File: src/rtl/c7bifu_pfgen.sv
// Prefetch-address generator and in-order fetch tracker for the IFU front end.
// Issues sequential fetches, redirects on except/ertn/branch, squashes stale responses.
module c7bifu_pfgen #(
  parameter int unsigned       ADDR_W      = 32,
  parameter int unsigned       FETCH_BYTES = 8,
  parameter logic [ADDR_W-1:0] RESET_PC    = ADDR_W'(32'h1c00_0000),
  parameter int unsigned       MAX_OUT     = 2
) (
  input  logic              i_clk,
  input  logic              i_reset,
  output logic              o_ifu_icu_req_ic1,
  output logic [ADDR_W-1:0] o_ifu_icu_addr_ic1,
  input  logic              i_icu_ifu_ack_ic1,
  input  logic              i_icu_ifu_data_valid_ic2,
  input  logic              i_ibuf_ifu_stall,
  input  logic              i_exu_ifu_except,
  input  logic [ADDR_W-1:0] i_exu_ifu_isr_addr,
  input  logic              i_exu_ifu_ertn,
  input  logic [ADDR_W-1:0] i_exu_ifu_ert_addr,
  input  logic              i_exu_ifu_branch,
  input  logic [ADDR_W-1:0] i_exu_ifu_brn_addr,
  output logic              o_ifu_fetch_valid_ic2,
  output logic [ADDR_W-1:0] o_ifu_fetch_pc_ic2
);

  localparam int unsigned       CNT_W      = $clog2(MAX_OUT + 1);
  localparam int unsigned       PTR_W      = (MAX_OUT > 1) ? $clog2(MAX_OUT) : 1;
  localparam logic [ADDR_W-1:0] STEP       = ADDR_W'(FETCH_BYTES);
  localparam logic [ADDR_W-1:0] ALIGN_MASK = ~(STEP - ADDR_W'(1));
  localparam logic [CNT_W-1:0]  MAX_CNT    = CNT_W'(MAX_OUT);
  localparam logic [PTR_W-1:0]  LAST_PTR   = PTR_W'(MAX_OUT - 1);

  typedef enum logic {StInit, StRun} state_e;

  state_e              r_state;
  state_e              w_state_next;
  logic [ADDR_W-1:0]   r_pf_addr;
  logic [ADDR_W-1:0]   w_pf_addr_next;
  logic [CNT_W-1:0]    r_outst_cnt;
  logic [CNT_W-1:0]    w_outst_cnt_next;
  logic [CNT_W-1:0]    r_kill_cnt;
  logic [CNT_W-1:0]    w_kill_cnt_next;
  logic [ADDR_W-1:0]   r_pc_fifo [MAX_OUT];
  logic [PTR_W-1:0]    r_wr_ptr;
  logic [PTR_W-1:0]    r_rd_ptr;

  logic                w_redir;
  logic [ADDR_W-1:0]   w_target;
  logic [ADDR_W-1:0]   w_addr;
  logic                w_req;
  logic                w_acc;
  logic                w_pop;
  logic                w_live;

  always_ff @(posedge i_clk or posedge i_reset) begin
    if (i_reset) begin
      r_state <= StInit;
    end else begin
      r_state <= w_state_next;
    end
  end

  always_comb begin
    w_state_next = r_state;
    unique case (r_state)
      StInit:  w_state_next = StRun;
      StRun:   w_state_next = StRun;
      default: w_state_next = StInit;
    endcase
  end

  // Exception outranks ertn, which outranks branch.
  always_comb begin
    w_redir = i_exu_ifu_except | i_exu_ifu_ertn | i_exu_ifu_branch;
    if (i_exu_ifu_except) begin
      w_target = i_exu_ifu_isr_addr;
    end else if (i_exu_ifu_ertn) begin
      w_target = i_exu_ifu_ert_addr;
    end else begin
      w_target = i_exu_ifu_brn_addr;
    end
  end

  always_comb begin
    w_addr = w_redir ? w_target : r_pf_addr;
    w_req  = (r_state == StRun) & ~i_ibuf_ifu_stall & (r_outst_cnt < MAX_CNT);
    w_acc  = w_req & i_icu_ifu_ack_ic1;
    w_pop  = i_icu_ifu_data_valid_ic2 & (r_outst_cnt != '0);
    w_live = w_pop & (r_kill_cnt == '0) & ~w_redir;
  end

  // A redirect that cannot issue this cycle is parked in the prefetch register.
  always_comb begin
    w_pf_addr_next = r_pf_addr;
    if (w_acc) begin
      w_pf_addr_next = (w_addr & ALIGN_MASK) + STEP;
    end else if (w_redir) begin
      w_pf_addr_next = w_target;
    end
  end

  // Everything in flight before a redirect is stale; the redirect's own fetch is not.
  always_comb begin
    w_outst_cnt_next = r_outst_cnt + CNT_W'(w_acc) - CNT_W'(w_pop);
    w_kill_cnt_next  = r_kill_cnt;
    if (w_redir) begin
      w_kill_cnt_next = r_outst_cnt - CNT_W'(w_pop);
    end else if (w_pop && (r_kill_cnt != '0)) begin
      w_kill_cnt_next = r_kill_cnt - CNT_W'(1);
    end
  end

  always_ff @(posedge i_clk or posedge i_reset) begin
    if (i_reset) begin
      r_pf_addr   <= RESET_PC;
      r_outst_cnt <= '0;
      r_kill_cnt  <= '0;
    end else begin
      r_pf_addr   <= w_pf_addr_next;
      r_outst_cnt <= w_outst_cnt_next;
      r_kill_cnt  <= w_kill_cnt_next;
    end
  end

  always_ff @(posedge i_clk or posedge i_reset) begin
    if (i_reset) begin
      for (int i = 0; i < MAX_OUT; i++) begin
        r_pc_fifo[i] <= '0;
      end
      r_wr_ptr <= '0;
      r_rd_ptr <= '0;
    end else begin
      if (w_acc) begin
        r_pc_fifo[r_wr_ptr] <= w_addr;
        r_wr_ptr            <= (r_wr_ptr == LAST_PTR) ? '0 : r_wr_ptr + PTR_W'(1);
      end
      if (w_pop) begin
        r_rd_ptr <= (r_rd_ptr == LAST_PTR) ? '0 : r_rd_ptr + PTR_W'(1);
      end
    end
  end

  assign o_ifu_icu_req_ic1     = w_req;
  assign o_ifu_icu_addr_ic1    = w_addr;
  assign o_ifu_fetch_valid_ic2 = w_live;
  assign o_ifu_fetch_pc_ic2    = r_pc_fifo[r_rd_ptr];

endmodule
File: config.mk
export PLATFORM = sky130hd
export DESIGN_NAME = c7bifu_pfgen
export DESIGN_NICKNAME = d
export VERILOG_FILES = /design/src/rtl/c7bifu_pfgen.sv
export SDC_FILE = /design/constraint.sdc
export NUM_CORES = 1
export LEC_CHECK = 0
export CAP_MARGIN = 15
export CORE_ASPECT_RATIO = 2
export CORE_MARGIN = 3
export CORE_UTILIZATION = 48
export DETAILED_ROUTE_END_ITERATION = 8
export PLACE_DENSITY = 0.81
export SKIP_CTS_REPAIR_TIMING = 1
export SLEW_MARGIN = 20
export SYNTH_ARGS = -nofsm -noshare
export SYNTH_HDL_FRONTEND = slang
export SYNTH_SLANG_ARGS = --single-unit
File: constraint.sdc
create_clock -name i_clk -period 4.58 [get_ports i_clk]
set_input_delay 0.687 -clock i_clk [delete_from_list [all_inputs] [get_ports i_clk]]
set_output_delay 0.687 -clock i_clk [all_outputs]
set_load 0.05 [all_outputs]
==> impl_results.md, run 1 <==
- CP top delay family: buffers and inverters
- Overflow after GRT: 0
- Hold Vio Cnt, Final: 0
- Total CTS buffers: 9
- Worst EP required: 3.89 ns
- H-tree depth: 3
- Drt via density: 5.50
- Remaining DRCs: 0
- Full die area: 13200 um2
- Max Buffers Root-to-Sink: 2
- Crit. End Element: output port
- Share of cells above drive strength 1: 14.2%
- Async set-reset flop share out of synthesis: 100%
- Post-route ant nets: 0
- CP Class: in -> out
- DR pass1 iterations: 5
- Clk pin slew, worst setup/hold paths: 0.07 ns
- Worst slew pin tran: 0.959 ns
- Buf/Inv on CP: 4
- Final setup fails: 0
- Initial Util: 49.4%
- Lkg Pwr: 3.43 nW
- Area of the core: 11400 um2
- IO Pins: 170
- CP max FO: 15
- Via count: 5061
- Total power draw: 4.29 mW
- GPL Wtd Cong: 0.897
- CTS Root Cell: clkbuf_16
- Post-synthesis sequential area ratio: 45.7%
- Fin crit period: 3.86 ns
- Top FF cell, synth: dfrtp_1
- Cell area power density: 556 nW/um2
- Number of global-route vias before repair: 5505
- Worst stage delay on the critical path: 0.63 ns
- RSZ-0062 raised after global routing: false
- Clk_lat worst skew: 0.35 ns
- Rows: 55
- Total track usage: 27.1%
- Ant. Diodes: 0
- Arr. time, crit path: 3.17 ns
- Initial antenna violation count: 0
- Area Overhead vs Synth: 36.8%
- Clk sink count: 103
- WL final: 17.2 mm
- Clock Skew: 0.00985 ns
- Slowest CP cell: clkdlybuf4s50_1
- Final Max Slew Viols: 0
- Mapped Area: 5650 um2
- Netlist cell types: 52
- Setup_tns: 0 ns
- Worst-path cell chain: clkdlybuf4s50_1 > buf_4 > nor2b_1 > a221oi_1 > o22ai_1 > inv_1 > buf_4
- Status: finished clean
- First-pass GRT wire length: 27.1 mm
- Drt wl/cell: 18.7 um
- Nature of the critical path startpoint: input port
- Die Ht: 159 um
- Max Freq: 259 MHz
- Pin count of the biggest net entering global routing: 77
- Port-buffer cells: 169
- Crit path top cell by count: buf_4
- Final HPWL DP: 12.8 mm
- CTS tree: done
- R2R Path Start: r_pf_addr[3]
- DRT iter0 DRCs: 297
- Cells after synthesis: 616
- YS warnings: 0
- Die W: 82.7 um
- HP Class: reg -> reg
- Nets: 883
- Hold Startpoint: r_pc_fifo[16]
- Mean post-synth cell area: 9.17 um2
- Max cap viols: 0
- Register bit total from synthesis: 103
- Critical path startpoint: i_exu_ifu_branch
- Final clock period utilization by the worst path: 84.3%
- Syn Nets: 725
- Peak supply drop: 0.391 mV
- Worst slew margin: 36.1%
- Post-synth EDFFs: 0
==> flip-flops by register name (all words and copies together) (netlist names) <==
name / count
r_kill_cnt: 2
r_outst_cnt: 2
r_pc_fifo: 64
r_pf_addr: 32
r_rd_ptr: 1
r_state: 1
r_wr_ptr: 1
==> final timing paths <==
check | to | slack, ns | depth (start not counted)
worst max-delay path | o_ifu_icu_addr_ic1[27] | 0.72 | 7
worst min-delay path | r_pc_fifo[16] | 0.48 | 2
worst max register to register | r_pf_addr[27] | 1.74 | 9
worst min register to register | r_pc_fifo[16] | 0.48 | 2
max in group asynchronous | r_pf_addr[27] | 2.66 | 3
min in group asynchronous | r_pc_fifo[6] | 0.89 | 2
==> placed cells by master (no fill, tap or decap), types with 3 or more instances in the layout <==
cell type        instances
nor3_2                   3
buf_12                   3
a22oi_1                  4
ha_1                     5
nand2_1                 98
nand3_1                  9
mux2i_1                 12
xnor2_1                 33
a21oi_1                 16
o31ai_2                  4
nor2_1                  27
nor2b_1                 22
clkbuf_16                9
buf_4                   39
and2_1                   6
a221oi_1                 5
nor3b_1                 17
inv_1                   50
o21ai_0                 77
mux2_2                  34
o22ai_1                  4
dfrtp_1                100
dfstp_2                  3
clkdlybuf4s50_1        142
a211oi_1                 3
and3_1                   4
o31ai_1                  9
==> synthesized netlist by cell type, types with 2 or more instances <==
master / instances / area, um2
nand2b_1: 2 / 12.5
nor3b_1: 17 / 128
nand3_1: 9 / 45.0
a21oi_1: 16 / 80.1
mux2i_1: 12 / 120
buf_2: 9 / 45.0
dfstp_2: 3 / 78.8
mux2_2: 34 / 383
o22ai_1: 4 / 25.0
clkbuf_1: 22 / 82.6
xnor2_1: 33 / 289
nor2b_1: 22 / 138
o21ai_0: 77 / 385
ha_1: 5 / 62.6
buf_4: 4 / 30.0
and2_1: 6 / 37.5
nor3_1: 3 / 15.0
o31ai_2: 4 / 50.1
buf_6: 3 / 33.8
nor4_1: 2 / 12.5
a22oi_1: 4 / 30.0
nor2_1: 27 / 101
o31ai_1: 9 / 67.6
a221oi_1: 5 / 43.8
dfrtp_1: 100 / 2500
inv_1: 51 / 191
a211oi_1: 3 / 22.5
o21a_1: 2 / 15.0
nand2_1: 99 / 372
and3_1: 4 / 25.0
nor3_2: 2 / 20.0
nor4_2: 2 / 25.0
nand4_1: 2 / 12.5
==> final cells by class <==
type | count | area, um2
Timing Repair Buffer | 186 | 1780
Fill cell | 931 | 3700
Inverter | 51 | 194
Clock buffer | 11 | 233
Clock inverter | 5 | 56.3
Sequential cell | 103 | 2580
Tap cell | 142 | 178
Multi-Input combinational cell | 423 | 2700
==> routing by layer <==
| metal | global-route usage [%] | vias to the layer above | share of wire [%] |
|---|---|---|---|
| met1 | 28.7 | 2436 | 35 |
| met4 | 14.8 | 0 | 5.0 |
| li1 | - | 2371 | - |
| met2 | 48.3 | 197 | 55 |
| met3 | 4.87 | 57 | 5.8 |
| met5 | 0 | - | 0 |
==> logic make-up after synthesis <==
| logic type | count (synthesis) | synth area share (%) |
|---|---|---|
| AO/OA/AOI/OAI | 131 | 14.0 |
| XOR/XNOR | 33 | 5.12 |
| adder cells (fa/ha/maj) | 5 | 1.11 |
| buffers and inverters | 90 | 6.85 |
| flip-flops | 103 | 45.7 |
| multiplexers | 46 | 8.91 |
| other | 1 | 0.0664 |
| AND/OR/NAND/NOR | 207 | 18.3 |
==> power breakdown <==
group | leakage (nW) | internal [mW] | total (mW) | switching (mW)
Sequential | 1.27 | 1.21 | 1.37 | 0.157
Clock | 0.140 | 0.425 | 0.764 | 0.339
Combinational | 2.02 | 0.815 | 2.16 | 1.35
Total | 3.43 | 2.45 | 4.29 | 1.84
==> per-stage QoR <==
step	cells	instance area, um2	util, %	hold WS (ns)	setup WS [ns]
floorplan	616	5650	-	0.444	0.944
global placement	905	7430	65.0	0.457	0.687
detailed placement	905	7430	65.0	0.467	0.607
CTS	921	7720	67.5	0.481	0.702
global route	921	7730	67.6	0.508	0.583
finish	921	7730	67.6	0.478	0.720
==> tightest hold or removal path: cells and delay by family, from the launching register on <==
kind	cells	cell delay [ns]
DFF	1	0.34
and+or+nand+nor	1	0.05
AOI/OAI and AO/OA	1	0.06
No activity file was read; power rests on OpenSTA's default activity.
==> run 2, diff against run 1 <==
--- a/config.mk
+++ b/config.mk
@@ -8,9 +8,9 @@
 export CAP_MARGIN = 15
 export CORE_ASPECT_RATIO = 2
 export CORE_MARGIN = 3
-export CORE_UTILIZATION = 48
+export CORE_UTILIZATION = 43
 export DETAILED_ROUTE_END_ITERATION = 8
-export PLACE_DENSITY = 0.81
+export PLACE_DENSITY = 0.77
 export SKIP_CTS_REPAIR_TIMING = 1
 export SLEW_MARGIN = 20
 export SYNTH_ARGS = -nofsm -noshare
==> constraint.sdc (replaced) <==
create_clock -name i_clk -period 3.55 [get_ports i_clk]
set_input_delay 0.5325 -clock i_clk [delete_from_list [all_inputs] [get_ports i_clk]]
set_output_delay 0.5325 -clock i_clk [all_outputs]
set_load 0.05 [all_outputs]
==> impl_results.md, run 2 (synthesis results as in run 1) <==
- CP max FO: 20
- Pin count of the biggest net entering global routing: 59
- Worst-path cell chain: clkdlybuf4s50_1 > buf_4 > or3_1 > buf_4 > o21ai_0 > inv_1 > buf_4
- Die W: 87.0 um
- Max Buffers Root-to-Sink: 2
- Nets: 901
- Final Max Slew Viols: 0
- Hold Vio Cnt, Final: 0
- Most common cell after layout, fill and taps aside: clkdlybuf4s50_1
- Crit path top cell by count: buf_4
- Full die area: 14600 um2
- DRT iter0 DRCs: 254
- Initial antenna violation count: 1
- CP Class: in -> out
- Status: finished clean
- Lkg Pwr: 3.57 nW
- GPL Wtd Cong: 0.898
- Cell area power density: 710 nW/um2
- Total CTS buffers: 9
- H-tree depth: 3
- Nature of the critical path startpoint: input port
- Share of cells above drive strength 1: 17.4%
- Drt via density: 5.39
- Die Ht: 168 um
- Worst slew pin tran: 0.745 ns
- Area of the core: 12700 um2
- Max cap viols: 0
- Overflow after GRT: 0
- Drt wl/cell: 18.7 um
- Final HPWL DP: 13.7 mm
- Port-buffer cells: 169
- Worst EP required: 3.02 ns
- CTS Root Cell: clkbuf_16
- Max reg flops: 64
- WL final: 17.7 mm
- Most frequent cells in the layout: 134 x clkdlybuf4s50_1, 100 x dfrtp_1, 98 x nand2_1, 77 x o21ai_0, 56 x buf_4
- RSZ-0062 raised after global routing: false
- Area Overhead vs Synth: 41.5%
- Total track usage: 24.9%
- Fin crit period: 3.38 ns
- Arr. time, crit path: 2.84 ns
- Clock Skew: 0.00650 ns
- Post-route ant nets: 0
- First-pass GRT wire length: 27.9 mm
- Worst slew margin: 50.3%
- Clk pin slew, worst setup/hold paths: 0.07 ns
- Crit. End Element: output port
- Remaining DRCs: 0
- Peak supply drop: 0.614 mV
- Clk sink count: 103
- Final clock period utilization by the worst path: 95.1%
- Largest Register: r_pc_fifo
- CTS tree: done
- Worst hold slack: 0.479 ns
- Setup WS post-layout: 0.175 ns
- Initial Util: 44.5%
- Max Freq: 296 MHz
- Final setup fails: 0
- HP Class: reg -> reg
- IO Pins: 170
- Number of global-route vias before repair: 5542
- DP Worst Slack: -0.0472 ns
- Rows: 58
- Worst stage delay on the critical path: 0.58 ns
- Clk_lat worst skew: 0.35 ns
- Slowest CP cell: clkdlybuf4s50_1
- Via count: 5110
- Top Registers: r_pc_fifo x64, r_pf_addr x32
- DR pass1 iterations: 4
## run 2: power by group
group	switching [mW]	internal (mW)	leakage, nW
Clock	0.427	0.634	0.162
Combinational	1.73	1.09	2.14
Sequential	0.229	1.56	1.27
## run 2: cell type report
class / instances / area, um2
Fill cell: 1045 / 4710
Timing Repair Buffer: 204 / 2010
Antenna cell: 1 / 2.50
Tap cell: 150 / 188
Clock inverter: 6 / 83.8
Sequential cell: 103 / 2580
Multi-Input combinational cell: 423 / 2690
Inverter: 51 / 194
Clock buffer: 10 / 239
## run 2: metal layers
metal	vias to the layer above	GRT usage [%]	part of all wire [%]
met5	-	0	0
met3	63	2.50	4.2
met2	182	46.3	56
li1	2412	-	-
met4	0	15.7	6.2
met1	2453	25.3	34
## run 2: worst paths after layout
check / startpoint / to / slack [ns] / cells after the start
worst min-delay path: r_pc_fifo[16] / r_pc_fifo[16] / 0.48 / 2
worst min register to register: r_pc_fifo[16] / r_pc_fifo[16] / 0.48 / 2
max in group asynchronous: i_reset / r_pf_addr[27] / 2.11 / 3
worst max-delay path: i_exu_ifu_branch / o_ifu_icu_addr_ic1[24] / 0.17 / 7
min in group asynchronous: i_reset / r_pc_fifo[39] / 0.67 / 2
worst max register to register: r_pf_addr[4] / r_pf_addr[27] / 0.86 / 11
## run 2: worst max-delay path, delay by kind of cell
kind | cells | cell delay, ns
and+or+nand+nor | 1 | 0.37
AOI/OAI and AO/OA | 1 | 0.45
buffers and inverters | 5 | 1.47
## run 2: per-stage QoR
stage | power, mW | area, um2 | cells | setup TNS (ns) | utilization [%]
finish | 5.68 | 7990 | 948 | 0 | 62.9
global route | 5.95 | 7990 | 948 | 0 | 62.9
CTS | 5.72 | 7990 | 947 | 0 | 62.9
detailed placement | 4.64 | 7660 | 931 | -0.147 | 60.4
global placement | 4.55 | 7660 | 931 | 0 | 60.4
floorplan | 3.62 | 5650 | 616 | 0 | -
==> run 3, diff against run 2 <==
--- a/config.mk
+++ b/config.mk
@@ -5,7 +5,7 @@
 export SDC_FILE = /design/constraint.sdc
 export NUM_CORES = 1
 export LEC_CHECK = 0
-export CAP_MARGIN = 15
+export CAP_MARGIN = 0
 export CORE_ASPECT_RATIO = 2
 export CORE_MARGIN = 3
 export CORE_UTILIZATION = 43
==> results of run 3 <==
Final layout, timing and power as in run 2 (identical DEF).
